[src/rtl/alu_exec_unit.sv]
// ---------------------------------------------------------------------------
// alu_exec_unit
//   Registered, handshaked ALU execute stage. It decodes ALUOp/funct_field
//   into a 4-bit operation, computes the result on a WIDTH-bit datapath and
//   holds it in a valid/ready output register that downstream may stall.
//
//   Optional feature macro: ALU_MULT_EN
//     defined   : funct 011000 selects an iterative shift-add multiply that
//                 takes WIDTH cycles in the BUSY state.
//     undefined : funct 011000 decodes as add; every op has latency 1 and
//                 the multiply datapath is not built.
//
// Ports
//   clk          rising-edge clock
//   reset        synchronous, active-high reset
//   ALUOp        00 LW/SW, 01 branch equal, 10 R-type, 11 treated as add
//   funct_field  R-type funct (used only when ALUOp = 10)
//   a, b         operands
//   in_valid     request present
//   in_ready     request accepted when in_valid & in_ready at a clk edge
//   result       registered result
//   zero         registered (result == 0)
//   operation    registered decoded operation that produced result
//   out_valid    result/zero/operation valid
//   out_ready    consumer takes the output when out_valid & out_ready
// ---------------------------------------------------------------------------
module alu_exec_unit #(
  parameter int WIDTH = 32
) (
  input  logic             clk,
  input  logic             reset,
  input  logic [1:0]       ALUOp,
  input  logic [5:0]       funct_field,
  input  logic [WIDTH-1:0] a,
  input  logic [WIDTH-1:0] b,
  input  logic             in_valid,
  output logic             in_ready,
  output logic [WIDTH-1:0] result,
  output logic             zero,
  output logic [3:0]       operation,
  output logic             out_valid,
  input  logic             out_ready
);

  localparam logic [3:0] OP_AND = 4'b0000;
  localparam logic [3:0] OP_OR  = 4'b0001;
  localparam logic [3:0] OP_ADD = 4'b0010;
  localparam logic [3:0] OP_SUB = 4'b0110;
  localparam logic [3:0] OP_SLT = 4'b0111;
  localparam logic [3:0] OP_NOR = 4'b1100;
`ifdef ALU_MULT_EN
  localparam logic [3:0] OP_MUL = 4'b1000;
`endif

  typedef enum logic [0:0] {
    S_IDLE = 1'b0,
    S_BUSY = 1'b1
  } state_t;

  // ALU control decode; every unlisted encoding falls back to add.
  function automatic logic [3:0] decode_op(input logic [1:0] alu_op,
                                           input logic [5:0] funct);
    logic [3:0] op;
    op = OP_ADD;
    case (alu_op)
      2'b00: op = OP_ADD;
      2'b01: op = OP_SUB;
      2'b10: begin
        case (funct[3:0])
          4'b0000: op = OP_ADD;
          4'b0010: op = OP_SUB;
          4'b0100: op = OP_AND;
          4'b0101: op = OP_OR;
          4'b0111: op = OP_NOR;
          4'b1010: op = OP_SLT;
          default: op = OP_ADD;
        endcase
`ifdef ALU_MULT_EN
        // The multiply funct needs the full 6 bits; its low nibble is unused above.
        if (funct == 6'b011000) begin
          op = OP_MUL;
        end else begin
          op = op;
        end
`endif
      end
      default: op = OP_ADD;
    endcase
    return op;
  endfunction

  // Single-cycle datapath; the multiply encoding never reaches here.
  function automatic logic [WIDTH-1:0] alu_compute(input logic [3:0]       op,
                                                   input logic [WIDTH-1:0] x,
                                                   input logic [WIDTH-1:0] y);
    logic [WIDTH-1:0] res;
    case (op)
      OP_AND:  res = x & y;
      OP_OR:   res = x | y;
      OP_ADD:  res = x + y;
      OP_SUB:  res = x - y;
      OP_SLT:  res = {{(WIDTH-1){1'b0}}, ($signed(x) < $signed(y))};
      OP_NOR:  res = ~(x | y);
      default: res = x + y;
    endcase
    return res;
  endfunction

  state_t           r_state;
  state_t           w_state_nxt;
  logic [3:0]       w_op;
  logic [WIDTH-1:0] w_alu_res;
  logic             w_accept;
  logic             w_wr;
  logic [WIDTH-1:0] w_wr_data;
  logic [3:0]       w_wr_op;

  logic [WIDTH-1:0] r_result;
  logic             r_zero;
  logic [3:0]       r_operation;
  logic             r_out_valid;

  assign w_op      = decode_op(ALUOp, funct_field);
  assign w_alu_res = alu_compute(w_op, a, b);

  // Accept only in IDLE and only if the output slot is empty or draining now.
  assign in_ready = (r_state == S_IDLE) & (~r_out_valid | out_ready);
  assign w_accept = in_valid & in_ready;

`ifdef ALU_MULT_EN
  localparam int CW = $clog2(WIDTH + 1);

  logic [WIDTH-1:0] r_acc;
  logic [WIDTH-1:0] r_mcand;
  logic [WIDTH-1:0] r_mplier;
  logic [CW-1:0]    r_count;
  logic [WIDTH-1:0] w_acc_step;

  assign w_acc_step = r_mplier[0] ? (r_acc + r_mcand) : r_acc;

  // Shift-add multiply registers: load on a mul accept, one step per BUSY cycle.
  always_ff @(posedge clk) begin
    if (reset) begin
      r_acc    <= {WIDTH{1'b0}};
      r_mcand  <= {WIDTH{1'b0}};
      r_mplier <= {WIDTH{1'b0}};
      r_count  <= {CW{1'b0}};
    end else if ((r_state == S_IDLE) && w_accept && (w_op == OP_MUL)) begin
      r_acc    <= {WIDTH{1'b0}};
      r_mcand  <= a;
      r_mplier <= b;
      r_count  <= CW'(WIDTH);
    end else if (r_state == S_BUSY) begin
      r_acc    <= w_acc_step;
      r_mcand  <= {r_mcand[WIDTH-2:0], 1'b0};
      r_mplier <= {1'b0, r_mplier[WIDTH-1:1]};
      r_count  <= r_count - CW'(1);
    end else begin
      r_acc    <= r_acc;
      r_mcand  <= r_mcand;
      r_mplier <= r_mplier;
      r_count  <= r_count;
    end
  end
`else
  // funct[5:4] only matter to the multiply decode, which is absent here.
  logic w_unused_funct;
  assign w_unused_funct = &{1'b0, funct_field[5:4]};
`endif

  // Next-state and output-register write control.
  always_comb begin
    w_state_nxt = r_state;
    w_wr        = 1'b0;
    w_wr_data   = w_alu_res;
    w_wr_op     = w_op;
    case (r_state)
      S_IDLE: begin
        if (w_accept) begin
`ifdef ALU_MULT_EN
          if (w_op == OP_MUL) begin
            w_state_nxt = S_BUSY;
          end else begin
            w_wr = 1'b1;
          end
`else
          w_wr = 1'b1;
`endif
        end else begin
          w_wr = 1'b0;
        end
      end
      S_BUSY: begin
`ifdef ALU_MULT_EN
        // The final step's sum goes straight to the output register.
        if (r_count == CW'(1)) begin
          w_wr        = 1'b1;
          w_wr_data   = w_acc_step;
          w_wr_op     = OP_MUL;
          w_state_nxt = S_IDLE;
        end else begin
          w_state_nxt = S_BUSY;
        end
`else
        w_state_nxt = S_IDLE;
`endif
      end
      default: w_state_nxt = S_IDLE;
    endcase
  end

  // FSM state register.
  always_ff @(posedge clk) begin
    if (reset) begin
      r_state <= S_IDLE;
    end else begin
      r_state <= w_state_nxt;
    end
  end

  // Output register; a write wins over a same-edge consume so data streams.
  always_ff @(posedge clk) begin
    if (reset) begin
      r_result    <= {WIDTH{1'b0}};
      r_zero      <= 1'b1;
      r_operation <= OP_ADD;
      r_out_valid <= 1'b0;
    end else if (w_wr) begin
      r_result    <= w_wr_data;
      r_zero      <= (w_wr_data == {WIDTH{1'b0}});
      r_operation <= w_wr_op;
      r_out_valid <= 1'b1;
    end else if (out_ready) begin
      r_out_valid <= 1'b0;
    end else begin
      r_out_valid <= r_out_valid;
    end
  end

  assign result    = r_result;
  assign zero      = r_zero;
  assign operation = r_operation;
  assign out_valid = r_out_valid;

endmodule

[config.mk]
export PLATFORM = sky130hd
export DESIGN_NAME = alu_exec_unit
export DESIGN_NICKNAME = d
export VERILOG_FILES = /design/src/rtl/alu_exec_unit.sv
export SDC_FILE = /design/constraint.sdc
export NUM_CORES = 1
export LEC_CHECK = 0
export CAP_MARGIN = 25
export CORE_MARGIN = 2
export CORE_UTILIZATION = 50
export DETAILED_ROUTE_END_ITERATION = 10
export DONT_BUFFER_PORTS = 1
export GPL_TIMING_DRIVEN = 0
export PLACE_DENSITY = 0.68
export SKIP_CTS_REPAIR_TIMING = 1
export SLEW_MARGIN = 0
export SYNTH_ARGS = -nofsm -noshare
export SYNTH_HDL_FRONTEND = slang
export SYNTH_SLANG_ARGS = --single-unit
export TNS_END_PERCENT = 1
[constraint.sdc]
create_clock -name clk -period 3.3 [get_ports clk]
set_input_delay 0.33 -clock clk [delete_from_list [all_inputs] [get_ports clk]]
set_output_delay 0.33 -clock clk [all_outputs]
set_load 0.01 [all_outputs]
==> impl_metrics.csv <==
group,metric,value,unit
outcome,outcome,"finished with violations",
outcome,violations,"negative setup slack",
clocking,clock-sinks,38,
worst_setup_path,arrival,3.48,ns
global_route,grt_pass1_vias,7141,
yosys,avgSynthCellArea,6.985,um^2
pwr,p_leak,3.392,nW
global_route,grt_max_degree,13,
worst_hold_path,hp-class,"in2reg",
worst_hold_path,min_path_cells,2,
yosys,synth_top_area_frac,0.1775,
sta,rsz0062_at_grt,"yes",
worst_setup_path,crit_required,3.46,ns
worst_setup_path,reg2reg_depth,10,
placed_design,hpwl,19.59,mm
yosys,synth_edf_count,0,
layout,syn_to_final_growth,15.23,%
sta,hold_slack,0.1771,ns
floorplan,core-area,13350,um^2
placed_design,dp_cells,1165,
floorplan,initial_core_util,0.5175,
sta,fmax,301.0,MHz
global_route,grt.overflow.total,0,
worst_setup_path,critPathMostFrequentCell,"o31ai_2",
clocking,root_buffer,"clkbuf_16",
layout,fill_cells,1311,
layout,antenna_cells,0,
yosys,async_flop_share,0,
drt,routed_wl,25.60,mm
drt,ant_nets,0,
yosys,synthDistinctLibCells,80,
worst_setup_path,rrSetupSlack,0.57,ns
layout,layout-drive-gt1-share,0.1336,
layout,mostFrequentLayoutCell,"nor2_1",
floorplan,num_rows,42,
clocking,numCtsBuffers,5,
floorplan,io_pins,115,
drt,post_drt_wl_per_cell,21.71,um
yosys,synth_area_leaders,"ha_1 18%, dfxtp_1 11%, nor2_1 6.0%",
worst_hold_path,hold_start,"in_valid",
pwr,peakVddDrop,0.3086,mV
floorplan,die_h,121.5,um
sta,post-route-period-util,1.007,
sta,setup_viol,1,
sta,hold_violations,0,
layout,nets,1178,
worst_setup_path,cpLargestDelayFamily,"compound AO/OA/AOI/OAI gates",
sta,period_needed,3.322,ns
drt,viasPerCell,6.714,
yosys,yosysWarnings,0,
placed_design,io_buffer_count,0,
layout,final_cells,1179,
clocking,clkTransAtPathRegs,0.06,ns
worst_setup_path,r2r_end,"zero",
worst_setup_path,worst-path-buf-inv,1,
drt,vias,7916,
global_route,grt_pass1_wl,37.78,mm
yosys,syn_nets,1165,
yosys,synth_seq_cells,38,
layout,final_core_util,0.5964,
drt,drt_pass1_iterations,6,
global_route,grt_util_all_layers,0.3236,
global_route,grt_antenna_before_repair,0,
worst_setup_path,slowest_stage,"o41ai_2",
drt,remaining_drc_errors,0,
sta,finalClockSkew,0.002428,ns
placed_design,place.gp.congestion,0.9770,
yosys,syn_inst,989,
floorplan,fp.dieW,121.5,um
yosys,synth.cell_area,6908,um^2
worst_hold_path,holdPathEnd,"out_valid",
sta,worst_pin_slew,0.7602,ns
layout,layout_common_cells,"107 x nor2_1, 101 x inv_1, 92 x ha_1",
clocking,cts_tree,"done",
worst_setup_path,cp-start-kind,"input pin",
yosys,seq_area_frac_synth,0.1101,
clocking,cts_max_path_buffers,2,
floorplan,floorplan.die_area,14770,um^2
worst_setup_path,path_cells,"inv_1 -> ha_1 -> a211oi_1 -> o31ai_2 -> o21ai_2 -> a31oi_2 -> o211a_1 -> o41ai_2 -> a311oi_1 -> a31oi_1 -> nor2b_1 -> nand4_1 -> o31ai_2",
pwr,powerDensity,334.2,nW/um^2
worst_setup_path,critPathCaptureType,"flip-flop",
yosys,synth-main-ff-cell,"dfxtp_1",
worst_setup_path,cp_slowest_stage_delay,0.55,ns
sta,slew_viol_final,0,
worst_setup_path,crit_type,"in2reg",
yosys,synth_top_cell_by_area,"ha_1",
sta,slew-limit-headroom,0.4932,
clocking,cts_max_level,2,
job,max-cap-violations,0,
worst_setup_path,r2r-start,"out_valid",
worst_setup_path,critPathMaxFanout,5,
clocking,clk_latency,0.28,ns
sta,fin_ws,-0.02175,ns
drt,drt_iter0_drc,980,
-- synth_stat cells (4+ instances only) --
master     count
or2_2          5
o21bai_1       6
and3_1         4
ha_1          98
o221ai_1       6
a211oi_1      30
nand2_1       71
o211ai_1      15
clkbuf_1      41
o211a_1        5
o311ai_0       5
o31ai_1       10
a2111oi_0      4
nor2_1       111
buf_2          7
xor2_1        14
a21o_1        10
nand3_1       13
o21ai_0       46
a22oi_1       15
a31oi_1       12
or3_1          9
nor3_1        25
o21a_1         7
a221oi_1       9
a211o_1        5
inv_1        104
a32oi_1        4
nor4_1        12
a221o_1        9
dfxtp_1       38
buf_1          4
o22ai_1        5
a21oi_1       83
mux2i_1        4
nand4_1       13
nor2b_1       11
xnor2_1       26
nand2b_1      19
-- layer usage --
metal | up-vias | global-route usage | part of all wire
met5 | - | 0 | 0
met4 | 0 | 0.1142 | 0.049
met3 | 116 | 0.06273 | 0.10
met2 | 561 | 0.5355 | 0.45
met1 | 3611 | 0.4202 | 0.40
li1 | 3628 | - | -
-- worst register-to-register path, cell delays in order, from the launching register on --
cell and delay (ns):
dfxtp_1 0.34, nand2b_1 0.19, nand2_1 0.29, a221o_1 0.38, a221oi_4 0.23, nand4_1 0.18, nor4_4 0.18, nand4_1 0.19
nor4_4 0.32, nand4_1 0.15, o31ai_2 0.19
-- kinds of logic after synthesis --
logic type      after synthesis  share of synthesized area
compound gates              334                     0.3418
xor+xnor                     40                    0.05072
fa+ha+maj                   100                     0.1833
buf+inv                     159                    0.09092
flops                        38                     0.1101
mux                           4                   0.005796
simple gates                314                     0.2174
-- report_power, final --
group	switching, mW	internal, mW
logic	0.930	0.532
registers	0.0565	0.504
clock network	0.185	0.454
total	1.17	1.49
-- cell type report --
class	count	area, um^2	area share
repair buffers	10	75.07	0.009431
well taps	176	220.2	0.02766
inverters	104	394.1	0.04951
clock inverters	2	60.06	0.007545
flip-flops and latches	38	760.7	0.09557
multi-input cells	792	6047	0.7597
clock buffers	6	138.9	0.01745
plain buffers	51	264.0	0.03317
-- worst max path at each step --
stage                     cells past startpoint  slack (ns)  startpoint   end
after global routing                         14       -0.04       b[15]  zero
after CTS                                    14       -0.82    ALUOp[0]  zero
after detailed placement                     14       -1.11    ALUOp[0]  zero
final                                        13       -0.02        a[1]  zero
after floorplan                              14         0.1        a[0]  zero
after global placement                       14       -1.12    ALUOp[0]  zero
-- sequential cells by signal (all words and copies together) (netlist names) --
name and cells:
result 32, out_valid 1, operation 4, zero 1
-- stage by stage --
stage	worst slack (ns)	cell area (um^2)	power, mW	setup TNS, ns
finish	-0.02175	7960	2.660	-0.02175
global route	-0.04337	7960	2.772	-0.04337
CTS	-0.8234	7327	2.426	-9.996
detailed placement	-1.112	7128	1.792	-17.21
global placement	-1.116	7128	1.791	-16.55
floorplan	0.09769	6908	1.456	0
Power figures use the tool's default switching activity.
